[config.mk]
export PLATFORM = sky130hd
export DESIGN_NAME = alu_muldiv
export DESIGN_NICKNAME = d
export VERILOG_FILES = /design/src/rtl/alu_pkg.sv /design/src/rtl/muldiv_seq.sv /design/src/rtl/alu_muldiv.sv
export SDC_FILE = /design/constraint.sdc
export NUM_CORES = 1
export LEC_CHECK = 0
export CORE_MARGIN = 4
export CORE_UTILIZATION = 45
export CTS_CLUSTER_SIZE = 12
export DETAILED_ROUTE_END_ITERATION = 16
export GPL_TIMING_DRIVEN = 0
export HOLD_SLACK_MARGIN = 0.08
export PLACE_DENSITY = 0.74
export SKIP_LAST_GASP = 1
export SLEW_MARGIN = 20
export SYNTH_ARGS = -nofsm -noshare
export SYNTH_HDL_FRONTEND = slang
export SYNTH_HIERARCHICAL = 1
export SYNTH_SLANG_ARGS = --single-unit
[constraint.sdc]
create_clock -name clk -period 13.1 [get_ports clk]
set_input_delay 1.965 -clock clk [delete_from_list [all_inputs] [get_ports clk]]
set_output_delay 1.965 -clock clk [all_outputs]
set_load 0.005 [all_outputs]
[src/rtl/alu_pkg.sv]
// alu_pkg
// Shared types for the multi-cycle ALU:
//   alu_op_t   - 4-bit operation encodings driven on the ALU 'op' port
//   md_state_t - states of the iterative multiply/divide engine
//   is_md_op() - true for the two ops that launch the engine
package alu_pkg;

    typedef enum logic [3:0] {
        OP_ADD  = 4'b0000,
        OP_SUB  = 4'b0001,
        OP_MULT = 4'b0010,
        OP_DIV  = 4'b0011,
        OP_AND  = 4'b0100,
        OP_OR   = 4'b0101,
        OP_NOT  = 4'b0110,
        OP_SLL  = 4'b0111,
        OP_SRL  = 4'b1000,
        OP_SRA  = 4'b1001,
        OP_SLT  = 4'b1010,
        OP_MFLO = 4'b1110,
        OP_MFHI = 4'b1111
    } alu_op_t;

    typedef enum logic [1:0] {
        MD_IDLE = 2'b00,
        MD_RUN  = 2'b01,
        MD_DONE = 2'b10
    } md_state_t;

    function automatic logic is_md_op(input logic [3:0] op);
        return (op == OP_MULT) || (op == OP_DIV);
    endfunction

endpackage

[src/rtl/muldiv_seq.sv]
// muldiv_seq
// Iterative multiply/divide engine that owns the architectural HI/LO registers.
// One shift-add (multiply) or restoring-subtract (divide) step per cycle on
// operand magnitudes; the sign fixup is folded into the last step.
// Ports:
//   clk, rst_n        - clock, asynchronous active-low reset
//   start, op, sign   - launch request, operation select, signed mode
//   a, b              - operands, captured on the accepting edge
//   hi, lo            - architectural HI/LO
//   busy              - engine in RUN
//   done              - one-cycle completion pulse
//   div_by_zero       - set when a divide by zero completes, cleared on next launch
module muldiv_seq
    import alu_pkg::*;
#(
    parameter int N = 32
) (
    input  logic         clk,
    input  logic         rst_n,
    input  logic         start,
    input  logic [3:0]   op,
    input  logic         sign,
    input  logic [N-1:0] a,
    input  logic [N-1:0] b,
    output logic [N-1:0] hi,
    output logic [N-1:0] lo,
    output logic         busy,
    output logic         done,
    output logic         div_by_zero
);

    localparam int CW = $clog2(N);

    md_state_t      state;
    logic [CW-1:0]  count;
    logic           is_div;
    logic           neg_lo;
    logic           neg_hi;
    logic           b_zero;
    logic [N-1:0]   mag;
    logic [N-1:0]   hi_work;
    logic [N-1:0]   lo_work;

    logic           accept;
    logic           a_neg;
    logic           b_neg;
    logic [N-1:0]   abs_a;
    logic [N-1:0]   abs_b;

    logic [N:0]     sum;
    logic [N:0]     shifted;
    logic [N:0]     diff;
    logic [N-1:0]   step_hi;
    logic [N-1:0]   step_lo;
    logic [2*N-1:0] prod;
    logic [2*N-1:0] prod_fix;
    logic [N-1:0]   quo_fix;
    logic [N-1:0]   rem_fix;

    // The engine is re-armable from IDLE and DONE, never from RUN.
    assign accept = start && is_md_op(op) && (state != MD_RUN);

    // Operand magnitudes; negating MIN wraps back to MIN, which is the
    // correct unsigned magnitude 2^(N-1).
    always_comb begin
        a_neg = sign & a[N-1];
        b_neg = sign & b[N-1];
        abs_a = a_neg ? (~a + 1'b1) : a;
        abs_b = b_neg ? (~b + 1'b1) : b;
    end

    // One iteration of the engine, plus the signed result of the final step.
    // Multiply: {hi_work, lo_work} is the shifting product, multiplier bits
    // consumed from lo_work[0]. Divide: hi_work is the partial remainder,
    // lo_work shifts dividend bits out the top and quotient bits in the bottom.
    always_comb begin
        sum      = {1'b0, hi_work} + (lo_work[0] ? {1'b0, mag} : {(N+1){1'b0}});
        shifted  = {hi_work, lo_work[N-1]};
        diff     = shifted - {1'b0, mag};
        step_hi  = hi_work;
        step_lo  = lo_work;
        if (is_div) begin
            step_hi = diff[N] ? shifted[N-1:0] : diff[N-1:0];
            step_lo = {lo_work[N-2:0], ~diff[N]};
        end else begin
            step_hi = sum[N:1];
            step_lo = {sum[0], lo_work[N-1:1]};
        end
        prod     = {step_hi, step_lo};
        prod_fix = neg_lo ? (~prod + 1'b1) : prod;
        quo_fix  = neg_lo ? (~step_lo + 1'b1) : step_lo;
        rem_fix  = neg_hi ? (~step_hi + 1'b1) : step_hi;
    end

    always_ff @(posedge clk or negedge rst_n) begin
        if (!rst_n) begin
            state       <= MD_IDLE;
            count       <= '0;
            is_div      <= 1'b0;
            neg_lo      <= 1'b0;
            neg_hi      <= 1'b0;
            b_zero      <= 1'b0;
            mag         <= '0;
            hi_work     <= '0;
            lo_work     <= '0;
            hi          <= '0;
            lo          <= '0;
            busy        <= 1'b0;
            done        <= 1'b0;
            div_by_zero <= 1'b0;
        end else if (accept) begin
            state       <= MD_RUN;
            count       <= '0;
            is_div      <= (op == OP_DIV);
            b_zero      <= (b == '0);
            busy        <= 1'b1;
            done        <= 1'b0;
            div_by_zero <= 1'b0;
            hi_work     <= '0;
            if (op == OP_DIV) begin
                // Quotient sign is the XOR of operand signs; remainder follows a.
                neg_lo  <= a_neg ^ b_neg;
                neg_hi  <= a_neg;
                mag     <= abs_b;
                lo_work <= abs_a;
            end else begin
                neg_lo  <= a_neg ^ b_neg;
                neg_hi  <= a_neg ^ b_neg;
                mag     <= abs_a;
                lo_work <= abs_b;
            end
        end else begin
            case (state)
                MD_IDLE: begin
                    done <= 1'b0;
                end
                MD_RUN: begin
                    hi_work <= step_hi;
                    lo_work <= step_lo;
                    if (count == CW'(N - 1)) begin
                        count <= '0;
                        state <= MD_DONE;
                        busy  <= 1'b0;
                        done  <= 1'b1;
                        if (is_div && b_zero) begin
                            // HI/LO are left untouched on a divide by zero.
                            div_by_zero <= 1'b1;
                        end else if (is_div) begin
                            hi <= rem_fix;
                            lo <= quo_fix;
                        end else begin
                            hi <= prod_fix[2*N-1:N];
                            lo <= prod_fix[N-1:0];
                        end
                    end else begin
                        count <= count + CW'(1);
                    end
                end
                MD_DONE: begin
                    done  <= 1'b0;
                    state <= MD_IDLE;
                end
                default: begin
                    state <= MD_IDLE;
                    busy  <= 1'b0;
                    done  <= 1'b0;
                end
            endcase
        end
    end

endmodule

[src/rtl/alu_muldiv.sv]
// alu_muldiv
// Execute-stage ALU: single-cycle logic/arith/shift/compare ops plus a
// multi-cycle multiply/divide engine writing HI/LO.
// Ports:
//   clk, rst_n         - clock, asynchronous active-low reset
//   start              - launch MULT/DIV (ignored while busy or for other ops)
//   op                 - operation select (alu_op_t encodings)
//   sign               - signed mode for add/sub/mult/div/slt
//   a, b               - operands
//   result, zero       - combinational result of op and its zero flag
//   busy, done         - engine handshake for pipeline stalling
//   div_by_zero        - sticky flag from the last divide
module alu_muldiv
    import alu_pkg::*;
#(
    parameter int N = 32
) (
    input  logic         clk,
    input  logic         rst_n,
    input  logic         start,
    input  logic [3:0]   op,
    input  logic         sign,
    input  logic [N-1:0] a,
    input  logic [N-1:0] b,
    output logic [N-1:0] result,
    output logic         zero,
    output logic         busy,
    output logic         done,
    output logic         div_by_zero
);

    localparam int SW = $clog2(N);

    logic [N-1:0]  hi;
    logic [N-1:0]  lo;
    logic [SW-1:0] shamt;
    logic          lt;
    alu_op_t       op_e;

    assign shamt = b[SW-1:0];
    assign op_e  = alu_op_t'(op);
    assign lt    = sign ? ($signed(a) < $signed(b)) : (a < b);

    always_comb begin
        result = '0;
        case (op_e)
            OP_ADD:  result = a + b;
            OP_SUB:  result = a - b;
            OP_AND:  result = a & b;
            OP_OR:   result = a | b;
            OP_NOT:  result = ~a;
            OP_SLL:  result = a << shamt;
            OP_SRL:  result = a >> shamt;
            OP_SRA:  result = $unsigned($signed(a) >>> shamt);
            OP_SLT:  result = {{(N-1){1'b0}}, lt};
            OP_MFLO: result = lo;
            OP_MFHI: result = hi;
            default: result = '0;
        endcase
    end

    assign zero = (result == '0);

    muldiv_seq #(
        .N(N)
    ) u_muldiv_seq (
        .clk         (clk),
        .rst_n       (rst_n),
        .start       (start),
        .op          (op),
        .sign        (sign),
        .a           (a),
        .b           (b),
        .hi          (hi),
        .lo          (lo),
        .busy        (busy),
        .done        (done),
        .div_by_zero (div_by_zero)
    );

endmodule

; ---- After elaboration in Yosys (flattened, before gate mapping)
; Cells that the tools add are included.
; W data, S select, Z words.
[classes]
magnitude_cmp = 2
n_addsub = 10
bitwise = 13
div = 0
n_eq_ne = 19
multipliers = 0
shift = 3
reduce_logical = 16
muxes = 36
[op_table]
columns = operator, n
row1 = $mux W32, 16
row2 = $pmux W32 S11, 1
row3 = $add A32 B1 Y32 const B, 4
row4 = $not A32 Y32, 4
row5 = $add A64 B1 Y64 const B, 1
row6 = $logic_not A32 Y1, 2
row7 = $lt A32 B32 Y1, 2
row8 = $mux W64, 1
row9 = $not A64 Y64, 1
row10 = $add A32 B33 Y33, 1
row11 = $sub A33 B32 Y33, 1
row12 = $add A32 B32 Y32, 1
row13 = $and A32 B32 Y32, 1
row14 = $or A32 B32 Y32, 1
row15 = $shl A32 B5 Y32, 1
row16 = $shr A32 B5 Y32, 1
row17 = $sshr A32 B5 Y32, 1
row18 = $sub A32 B32 Y32, 1
row19 = $eq A4 B4 Y1 const B, 5
row20 = $eq A4 B3 Y1 const B, 4
row21 = $mux W5, 3
row22 = $mux W1, 11
row23 = $eq A4 B2 Y1 const B, 2
row24 = $ne A2 B1 Y1 const B, 3
row25 = other kinds (21), 30
[word_totals]
latchBits = 0
romBits = 0
ramBits = 0
out_inout_bits = 36
wordCells = 113
input_bits = 72
n_memories = 0
ff_bits = 174

; ---- Logic depth before layout (Yosys ltp)
[depth]
word_depth = 7
mapped_depth = 23
mapped_depth_nobuf = 23

; ---- Modules after synthesis
; The synthesis kept the hierarchy.
[by_module_without_submodules]
columns = mod, instances, area_each_um2, seq_area_each_um2, cells_per_inst
row1 = muldiv_seq, 1, 15797.7, 4354.2, 2082
row2 = alu_muldiv, 1, 11125.7, 0.0, 1570

; ---- Least setup slack after synthesis
; OpenSTA, ideal clock, no wires.
[synth_path]
kind = input to output
from = input port b[3]
to = output port zero
path_slack_ps = 5147
n_path_buf = 5
arrival_time_ps = 5988
cell_stages = 18
t_required_ps = 11135
cell_sequence = buf_2 -> inv_1 -> buf_2 -> buf_1 -> clkbuf_1 -> ha_1 -> buf_4 -> nor2_4 -> o211ai_4 -> a2111oi_4 -> or3_4 -> a21oi_2 -> a221o_1 -> a2111o_1 -> or4_1 -> nor4_1 -> nand3_1 -> nor2_1
[synth_via]
word_cells_on_any_way = 12
cone_classes = 2 x add/sub / 2 x order compare / 3 x shift / 2 x mux / 2 x bitwise / 1 x reduce/logical
[synth_lines]
columns = element, line
row1 = from (decl), alu_muldiv.sv:24  ; input logic [N-1:0] b,
row2 = "$sub A32 B32 Y32, or another cell as far along", alu_muldiv.sv:48  ; OP_SUB: result = a - b;
row3 = $pmux W32 S11 *, alu_muldiv.sv:46  ; case (op_e)
row4 = named net result[14], alu_muldiv.sv:25  ; output logic [N-1:0] result,
row5 = $logic_not A32 Y1 *, alu_muldiv.sv:62  ; assign zero = (result == '0);
row6 = to (decl), alu_muldiv.sv:26  ; output logic zero,
; The timed path passes the listed nets; every way through them passes the cells marked *.

; ---- Worst setup path after layout
[layout_path]
from = input port b[3]
to = output port zero
[layout_via]
elab_chain_cells = 4
word_cells_on_any_way = 12
cone_classes = 2 x add/sub / 2 x order compare / 3 x shift / 2 x mux / 2 x bitwise / 1 x reduce/logical
[layout_rtl]
columns = element, line
row1 = $lt A32 B32 Y1, alu_muldiv.sv:42  ; assign lt = sign ? ($signed(a) < $signed(b)) : (a < b);
row2 = $mux W1, alu_muldiv.sv:42
row3 = $pmux W32 S11 *, alu_muldiv.sv:46
row4 = $logic_not A32 Y1 *, alu_muldiv.sv:62
; Mark *: on every way between the ends. The rest lies on a longest branch, timed or not.

==> results.cfg <==
[global_routing]
grt_pass1_vias = 30900
grt_usage_pct = 48.1
antenna_found_initial = 7
grt_max_degree = 98
grt_pass1_wl_mm = 222
grt_overflow = 0

[sta]
relSlewSlack_pct = 10.8
worst_slack_ns = 0.810
drv_slew = 0
finalClockSkew_ns = 0.0217
hold_viol = 0
tns_ns = 0
finalSetupViolCount = 0
max_freq_mhz = 81.4
tightest_slew_ns = 1.34
rsz0062_at_grt = false
timing.hold.ws_ns = 0.474
period_needed_ns = 12.29
fin_crit_sh_pct = 93.8

[critical_path]
path_class = in -> out
worstRegToRegCells = 23
reg2reg_from = u_muldiv_seq/lo_work[31]
worstPathMaxFanout = 11
required_ns = 11.14
cp-start-kind = primary input
crit_family = buffers and inverters
cpPeakStageDelay_ns = 0.93
reg2reg_setup_slack_ns = 6.38
crit_path_end_kind = primary output
cp.arrival_ns = 10.32
critPathBufInv = 8
slowest_stage = nor4_1
r2r_end = u_muldiv_seq/hi[8]
crit_chain = clkdlybuf4s50_1, buf_2, inv_1, buf_2, buf_1, clkbuf_1, ha_1, buf_4, a31oi_1, a211oi_1, nor3_2, nor3_1, o31ai_1, o211ai_1, or4_1, nor4_1, nand3_1, nor2_1, clkdlybuf4s50_1

[min_path]
worstHoldStart = u_muldiv_seq/count[3]
holdPathEnd = u_muldiv_seq/count[3]
whs_path_depth = 1
hp-class = reg -> reg

[clock_network]
root_buffer = clkbuf_16
clockBufferDepth = 2
cts_tree = yes
numCtsBuffers = 17
clkSinkCount = 174
cts_resized = 0
clkTransAtPathRegs_ns = 0.07
htreeDepth = 4
cts_setup_buffers = 0
hold_buffers = 0
clock_latency_ns = 0.46

[floorplan]
pin_count = 108
start_util_pct = 45.5
die_h_um = 253
core_um2 = 59100
die-area_um2 = 63800
dieWidth_um = 253
rows = 89

[route]
wl_met2_mm = 69.5
antenna_left = 0
top_layer_used = met5
drt-met1-wl_mm = 53.8
drt_iter0_markers = 4858
drc = 0
routedWlPerCell_um = 34.7
routed-wl-met3_mm = 17.0
vias_per_cell = 7.09
drt-total-wl_mm = 159
vias = 32500
dr.pass1.iters = 8

[synth]
avgSynthCellArea_um2 = 7.37
synth_nets = 3895
synth_edf_count = 0
syn_area_um2 = 26900
synth-main-ff-cell = dfrtp_1
synth_seq_cells = 174
yosys.cell_types.count = 127
ys_warn_count = 6
syn_inst = 3652
async_reset_ff_share_pct = 100
synth-seq-area-share_pct = 16.2

[power]
power.internal_uw = 2330
power_frac_clock_pct = 9.8
netSwitchingFraction_pct = 56.8
p_switching_uw = 3060
vdd_drop_max_mv = 0.202
p_leak_uw = 0.0120
p_per_area_nw_per_um2 = 181
pwr-share-comb_pct = 73.3
seq_power_share_pct = 16.9

[place]
hpwlAfterDp_mm = 127
pre_cts_ws_ns = 1.17
dpl.cell_count = 4543
gp_congestion = 1.08
io_buffers = 107

[layout]
final_cell_mix = nand2_1 (442), nor2_1 (282), a21oi_1 (275)
syn2layout_area_growth_pct = 10.6
utilization_pct = 50.4
nets = 4032
drive_above_1_share_pct = 8.18
final_common_cell = nand2_1
instances_no_fill = 4579

[run]
drv_cap = 0

[outcome]
status = completed
## per-stage QoR
step / total power, uW / cell area [um2]
after global routing: 5670 / 29800
after global placement: 4670 / 29000
after CTS: 5230 / 29700
after detailed placement: 4690 / 29200
final: 5400 / 29800
after floorplan: 3450 / 26900
## layer usage
layer | track usage [%] | vias to the layer above
met5 | 0 | -
met4 | 42.8 | 8
met3 | 13.2 | 854
met2 | 76.2 | 2420
met1 | 52.8 | 15400
li1 | - | 13800
## registers in the layout, summed over array words and instances (netlist names)
name / count
u_muldiv_seq/state: 2
u_muldiv_seq/done: 1
u_muldiv_seq/lo: 32
u_muldiv_seq/hi_work: 32
u_muldiv_seq/div_by_zero: 1
u_muldiv_seq/lo_work: 32
u_muldiv_seq/is_div: 1
u_muldiv_seq/mag: 32
u_muldiv_seq/neg_hi: 1
u_muldiv_seq/busy: 1
u_muldiv_seq/count: 5
u_muldiv_seq/neg_lo: 1
u_muldiv_seq/b_zero: 1
u_muldiv_seq/hi: 32
## cells in the mapped netlist, types with 28 or more instances
cell | number | area, um2
o211ai_1 | 53 | 398
mux4_2 | 41 | 923
nand2b_1 | 40 | 250
o31ai_1 | 40 | 300
nand2_1 | 442 | 1660
nor4_1 | 31 | 194
ha_1 | 167 | 2090
inv_1 | 161 | 604
xor2_1 | 80 | 701
xnor2_1 | 102 | 893
or3_1 | 28 | 175
a21o_1 | 46 | 345
a31oi_1 | 40 | 250
nand3_1 | 113 | 566
buf_2 | 50 | 250
nand4_1 | 45 | 282
nor3_1 | 92 | 460
o21ai_0 | 269 | 1350
a21oi_1 | 275 | 1380
a211oi_1 | 90 | 676
dfrtp_1 | 174 | 4350
mux2i_1 | 115 | 1150
and2_1 | 59 | 369
o22ai_1 | 49 | 307
clkbuf_1 | 178 | 668
nor2_1 | 285 | 1070
## power groups by stage
stage               clock network [uW]  registers, uW  logic (uW)
floorplan                            0            812        2640
global placement                     0            901        3760
detailed placement                   0            901        3790
CTS                                527            894        3810
global route                       551            919        4200
finish                             527            912        3960
## final cells by class
class                   instances  area, um2
diodes                          4       10.0
plain buffers                 277       1290
clock buffers                  18        429
clock inverters                14        159
fillers                      5979      29400
inverters                     163        617
multi-input cells            3038      20800
flip-flops and latches        174       4350
well taps                     773        967
repair buffers                118       1170
## worst max-delay path by stage
| stage | start | to | slack, ns | cells after the start |
|---|---|---|---|---|
| after floorplan | b[3] | zero | 5.15 | 18 |
| after global placement | b[3] | zero | 0.87 | 20 |
| after detailed placement | b[3] | zero | 1.17 | 21 |
| after CTS | b[3] | zero | 1.15 | 21 |
| after global routing | b[3] | zero | 0.85 | 19 |
| final | b[3] | zero | 0.81 | 19 |
## cell families after synthesis
kind of cell	Yosys count	share of synthesized area, %
xor gates and xnor gates	182	5.92
AOI/OAI and AO/OA	1198	30.0
muxes	190	9.43
buffers and inverters	440	7.06
and+or+nand+nor	1297	23.4
DFF	174	16.2
adders and majority gates	171	8.06
Note: power is estimated with default switching activity, not from simulation.
